[src/rtl/stripe_scheduler.sv]
// Stripes a symbol stream into 4-lane rows and periodically inserts COM/SKP
// ordered-set rows between packets.
module stripe_scheduler #(
    parameter int unsigned SKP_INTERVAL = 16
) (
    input  logic       CLK,
    input  logic       RESET_L,
    input  logic [7:0] D,
    input  logic       DK,
    input  logic       IN_VALID,
    output logic       IN_READY,
    output logic [7:0] LANE0,
    output logic [7:0] LANE1,
    output logic [7:0] LANE2,
    output logic [7:0] LANE3,
    output logic       DK_0,
    output logic       DK_1,
    output logic       DK_2,
    output logic       DK_3,
    output logic       OUT_VALID,
    output logic       ERR
);
    localparam logic [7:0] K_STP   = 8'hFB;
    localparam logic [7:0] K_SDP   = 8'h5C;
    localparam logic [7:0] K_END   = 8'hFD;
    localparam logic [7:0] K_EDB   = 8'hFE;
    localparam logic [7:0] K_COM   = 8'hBC;
    localparam logic [7:0] K_SKP   = 8'h1C;
    localparam logic [7:0] K_IDL   = 8'h7C;
    localparam logic [7:0] SKP_MAX = 8'(SKP_INTERVAL);

    typedef enum logic [1:0] {S_IDLE, S_PKT, S_SKP_COM, S_SKP_SKP} state_e;

    state_e     state_q, state_d;
    logic [1:0] lane_q, lane_d;
    logic [7:0] row_cnt_q, row_cnt_d;
    logic       skp_pend_q, skp_pend_d;
    logic [7:0] hold_q [4];
    logic [7:0] hold_d [4];
    logic [3:0] hold_k_q, hold_k_d;
    logic [7:0] row_q [4];
    logic [7:0] row_d [4];
    logic [3:0] row_k_q, row_k_d;
    logic       out_valid_q, out_valid_d;
    logic       err_q, err_d;
    logic       accept, is_start, is_end, data_row;

    assign IN_READY = (state_q == S_PKT) || ((state_q == S_IDLE) && !skp_pend_q);
    assign accept   = IN_VALID && IN_READY;
    assign is_start = DK && ((D == K_STP) || (D == K_SDP));
    assign is_end   = DK && ((D == K_END) || (D == K_EDB));

    always_comb begin
        state_d     = state_q;
        lane_d      = lane_q;
        row_cnt_d   = row_cnt_q;
        skp_pend_d  = skp_pend_q;
        hold_d      = hold_q;
        hold_k_d    = hold_k_q;
        row_d       = row_q;
        row_k_d     = row_k_q;
        out_valid_d = 1'b0;
        err_d       = 1'b0;
        data_row    = 1'b0;

        case (state_q)
            S_IDLE: begin
                if (skp_pend_q) begin
                    state_d = S_SKP_COM;
                end else if (accept) begin
                    if (is_start) begin
                        hold_d[0]   = D;
                        hold_k_d[0] = DK;
                        lane_d      = 2'd1;
                        state_d     = S_PKT;
                    end else begin
                        err_d = 1'b1;
                    end
                end
            end
            S_PKT: begin
                if (accept) begin
                    if (is_start) begin
                        // Restart: flush any partial row padded with IDL, new start goes to lane 0.
                        err_d = 1'b1;
                        if (lane_q != 2'd0) begin
                            for (int unsigned i = 0; i < 4; i++) begin
                                row_d[i]   = (2'(i) < lane_q) ? hold_q[i] : K_IDL;
                                row_k_d[i] = (2'(i) < lane_q) ? hold_k_q[i] : 1'b1;
                            end
                            out_valid_d = 1'b1;
                            data_row    = 1'b1;
                        end
                        hold_d[0]   = D;
                        hold_k_d[0] = DK;
                        lane_d      = 2'd1;
                    end else if (is_end || (lane_q == 2'd3)) begin
                        for (int unsigned i = 0; i < 4; i++) begin
                            if (2'(i) < lane_q) begin
                                row_d[i]   = hold_q[i];
                                row_k_d[i] = hold_k_q[i];
                            end else if (2'(i) == lane_q) begin
                                row_d[i]   = D;
                                row_k_d[i] = DK;
                            end else begin
                                row_d[i]   = K_IDL;
                                row_k_d[i] = 1'b1;
                            end
                        end
                        out_valid_d = 1'b1;
                        data_row    = 1'b1;
                        lane_d      = 2'd0;
                        if (is_end) begin
                            state_d = S_IDLE;
                        end
                    end else begin
                        hold_d[lane_q]   = D;
                        hold_k_d[lane_q] = DK;
                        lane_d           = lane_q + 2'd1;
                    end
                end
            end
            S_SKP_COM: begin
                row_d       = '{K_COM, K_COM, K_COM, K_COM};
                row_k_d     = '1;
                out_valid_d = 1'b1;
                state_d     = S_SKP_SKP;
            end
            default: begin
                row_d       = '{K_SKP, K_SKP, K_SKP, K_SKP};
                row_k_d     = '1;
                out_valid_d = 1'b1;
                row_cnt_d   = '0;
                skp_pend_d  = 1'b0;
                state_d     = S_IDLE;
            end
        endcase

        if (data_row) begin
            row_cnt_d = (row_cnt_q >= SKP_MAX) ? row_cnt_q : row_cnt_q + 8'd1;
            if (row_cnt_d == SKP_MAX) begin
                skp_pend_d = 1'b1;
            end
        end

        // Going straight to SKP_COM lets the COM row follow the final data row back-to-back.
        if ((state_d == S_IDLE) && skp_pend_d) begin
            state_d = S_SKP_COM;
        end
    end

    always_ff @(posedge CLK or negedge RESET_L) begin
        if (!RESET_L) begin
            state_q     <= S_IDLE;
            lane_q      <= '0;
            row_cnt_q   <= '0;
            skp_pend_q  <= 1'b0;
            hold_q      <= '{default: '0};
            hold_k_q    <= '0;
            row_q       <= '{default: '0};
            row_k_q     <= '0;
            out_valid_q <= 1'b0;
            err_q       <= 1'b0;
        end else begin
            state_q     <= state_d;
            lane_q      <= lane_d;
            row_cnt_q   <= row_cnt_d;
            skp_pend_q  <= skp_pend_d;
            hold_q      <= hold_d;
            hold_k_q    <= hold_k_d;
            row_q       <= row_d;
            row_k_q     <= row_k_d;
            out_valid_q <= out_valid_d;
            err_q       <= err_d;
        end
    end

    assign LANE0     = row_q[0];
    assign LANE1     = row_q[1];
    assign LANE2     = row_q[2];
    assign LANE3     = row_q[3];
    assign DK_0      = row_k_q[0];
    assign DK_1      = row_k_q[1];
    assign DK_2      = row_k_q[2];
    assign DK_3      = row_k_q[3];
    assign OUT_VALID = out_valid_q;
    assign ERR       = err_q;

endmodule
[config.mk]
export PLATFORM = sky130hd
export DESIGN_NAME = stripe_scheduler
export DESIGN_NICKNAME = d
export VERILOG_FILES = /design/src/rtl/stripe_scheduler.sv
export SDC_FILE = /design/constraint.sdc
export NUM_CORES = 1
export LEC_CHECK = 0
export CAP_MARGIN = 20
export CORE_UTILIZATION = 35
export CTS_CLUSTER_DIAMETER = 150
export CTS_CLUSTER_SIZE = 8
export DETAILED_ROUTE_END_ITERATION = 7
export PLACE_DENSITY_LB_ADDON = 0.12
export SLEW_MARGIN = 20
export SYNTH_ARGS = -nofsm -noshare
export SYNTH_HDL_FRONTEND = slang
export SYNTH_SLANG_ARGS = --single-unit
[constraint.sdc]
create_clock -name CLK -period 4.7 [get_ports CLK]
set_clock_uncertainty 0.15 [all_clocks]
set_input_delay 0.47 -clock CLK [delete_from_list [all_inputs] [get_ports CLK]]
set_output_delay 0.47 -clock CLK [all_outputs]
set_load 0.03 [all_outputs]
==> flow_metrics.py <==
metrics = {
    "placed_design": {
        "dp_hpwl_mm": 7.182,
        "port_buffers": 50,
        "gp_congestion": 0.7571,
        "pre_cts_ws_ns": 0.7436,
    },
    "finish": {
        "syn2layout_area_growth_pct": 21.69,
        "drive_above_1_share_pct": 14.69,
        "insertedDiodeCount": 0,
        "final_nets": 446,
    },
    "clock_tree": {
        "hold_buffers": 0,
        "insertion_delay_ns": 0.34,
        "htreeDepth": 3,
        "cts_max_path_buffers": 2,
        "cts_tree": "yes",
        "numCtsBuffers": 9,
        "numClockSinks": 78,
        "cts_resized": 0,
        "path_clk_slew_ns": 0.06,
        "cts_setup_buffers": 0,
        "root_buffer": "clkbuf_16",
    },
    "detailed_routing": {
        "via_per_inst": 5.603,
        "vias": 3205,
        "wl_per_cell_um": 18.92,
        "antenna_left": 0,
        "post-route-drc-count": 8,
        "drt_wl_total_mm": 10.83,
        "firstDrtPassIters": 6,
        "drt_iter0_drc": 190,
    },
    "yosys": {
        "synthesis.area_mm2": 0.004170,
        "muxShareOfSynthArea_pct": 18.39,
        "synth.distinct_cells": 53,
        "synthTopCellsByCount": "dfrtp_1 (78), mux2_2 (36), o21ai_0 (29)",
        "synth_top_area_cell": "dfrtp_1",
        "yosys.area_share.simple_pct": 14.22,
        "ys_seq_area_share_pct": 46.80,
        "syn_nets": 409,
        "synth.avg_cell_area_um2": 10.78,
        "synth_top_family_by_area": "multiplexers",
        "synth_top_flop_cell": "dfrtp_1",
        "synth.most_common_cell": "dfrtp_1",
        "synth_xor_area_share_pct": 0.4200,
        "synth-adder-area-share_pct": 3.000,
        "synth_compound_area_share_pct": 12.33,
        "async_reset_ff_share_pct": 100.0,
        "synth_cells": 387,
        "synth-edff-count": 0,
        "ys_seq_elements": 78,
        "synth_top_area_share_pct": 46.80,
        "yosysWarnings": 0,
        "synth.area.top_cells": "dfrtp_1 (47%), mux2_2 (9.7%), mux2_1 (6.8%)",
    },
    "sta": {
        "worst_slew_margin_rel_pct": 39.72,
        "setup_tns_ns": 0,
        "whs_ns": -0.003996,
        "fmax_mhz": 275.6,
        "setup_slack_ns": 1.071,
        "setup_viol": 0,
        "timing.final.crit_share_pct": 77.21,
        "drv_slew": 0,
        "hold_viol": 7,
        "min_period_ns": 3.629,
        "worstMarginPinSlew_ns": 0.9042,
        "rsz0062_at_grt": "false",
    },
    "global_routing": {
        "grt_first_pass_wirelength_mm": 18.07,
        "grt_pass1_vias": 3288,
        "grt-ovfl-total": 0,
        "grt_antenna_before_repair": 0,
        "grt_use_total_pct": 18.77,
        "grt_max_degree": 79,
    },
    "critical_path": {
        "reg2reg_depth": 7,
        "reg2reg_to": "LANE3[5]$_DFFE_PN0P_",
        "crit_path_end": "LANE0[6]$_DFFE_PN0P_",
        "crit_path_end_kind": "register",
        "critPathRequiredTime_ns": 4.77,
        "timing.rr.start": "lane_q[1]$_DFFE_PN0P_",
        "arrival_ns": 3.70,
        "worstPathMaxFanout": 18,
        "crit_type": "input port to register",
        "crit_path_start": "D[2]",
        "regToRegSetupSlack_ns": 1.49,
        "worst_setup_path_start_kind": "input port",
    },
    "floorplan": {
        "coreArea_mm2": 0.01152,
        "dieHeight_um": 111.2,
        "rows": 39,
        "fp.dieW_um": 111.2,
        "dieArea_mm2": 0.01236,
        "io_pins": 51,
        "initial_core_util_pct": 36.21,
    },
    "pwr": {
        "power_density_mw_per_mm2": 451.4,
        "ir_drop_uv": 196.9,
        "report.power.total_mw": 2.291,
        "p_leak_nw": 2.150,
    },
    "job": {
        "maxCapViolCount": 0,
    },
    "run_status": {
        "status": "complete, but fails checks",
        "violations": "DRC, hold timing",
    },
    "worst_hold_path": {
        "hp-class": "input port to asynchronous set/reset pin",
    },
}
==> how the worst min path moves through the flow <==
stage,from,end,slack [ns]
floorplan,RESET_L,ERR$_DFF_PN0_,0.02
global route,RESET_L,row_cnt_q[5]$_DFFE_PN0P_,0.09
detailed placement,row_cnt_q[7]$_DFFE_PN0P_,row_cnt_q[7]$_DFFE_PN0P_,0.32
finish,RESET_L,row_cnt_q[5]$_DFFE_PN0P_,-0.004
global placement,row_cnt_q[5]$_DFFE_PN0P_,row_cnt_q[5]$_DFFE_PN0P_,0.32
CTS,RESET_L,row_cnt_q[0]$_DFFE_PN0P_,0.21
==> critical path, cell delays in order <==
cell             delay (ns)
clkdlybuf4s50_1        0.88
or4b_1                 0.57
nor3_4                 0.48
a211oi_2               0.25
o32ai_4                0.34
buf_4                  0.32
mux2_2                 0.37
==> cells in the final DEF (no fill, tap or decap), types with 9 or more instances in the layout <==
cell type / count
a21oi_1: 15
dfrtp_1: 78
clkbuf_16: 9
inv_1: 18
nor2_1: 11
ha_1: 10
o21ai_0: 29
mux2_2: 36
nand2_1: 21
mux2_1: 25
clkdlybuf4s50_1: 49
==> kinds of logic (layout without fill, tap and decap cells) <==
family | Yosys count | after routing
XOR/XNOR | 2 | 2
multiplexers | 69 | 69
AO/OA/AOI/OAI | 79 | 79
AND/OR/NAND/NOR | 102 | 102
adder cells (fa/ha/maj) | 10 | 10
buffers and inverters | 47 | 89
flip-flops | 78 | 78
==> stage by stage <==
| step | area [um2] | cells | util, % |
|---|---|---|---|
| floorplan | 4170 | 387 | - |
| global placement | 4751 | 556 | 41.25 |
| detailed placement | 4751 | 556 | 41.25 |
| CTS | 5071 | 572 | 44.04 |
| global route | 5075 | 572 | 44.07 |
| finish | 5075 | 572 | 44.07 |
==> per-layer routing <==
metal | GRT usage [%] | vias to the layer above | share of wire, %
li1 | - | 1475 | -
met1 | 26.24 | 1609 | 47
met3 | 2.679 | 18 | 5.6
met5 | 0 | - | 0
met4 | 7.928 | 0 | 2.2
met2 | 29.06 | 103 | 45
==> flip-flops by register name (all words and copies together) (netlist names), 3 cells and up <==
| register | count |
|---|---|
| LANE3 | 8 |
| hold_q | 24 |
| hold_k_q | 3 |
| LANE0 | 8 |
| LANE2 | 8 |
| row_cnt_q | 8 |
| row_k_q | 4 |
| LANE1 | 8 |
==> layout make-up <==
cell class | instances | area (um2)
timing repair buffer | 55 | 539.3
inverter | 18 | 67.56
sequential | 78 | 1952
multi-input combinational | 262 | 2017
clock inverter | 3 | 40.04
fill | 1103 | 6441
clock buffer | 13 | 280.3
tap | 143 | 178.9
==> power by group <==
group	switching, mW	internal (mW)
clock	0.280	0.468
sequential	0.0519	0.773
combinational	0.421	0.297
Power figures use the tool's default switching activity.
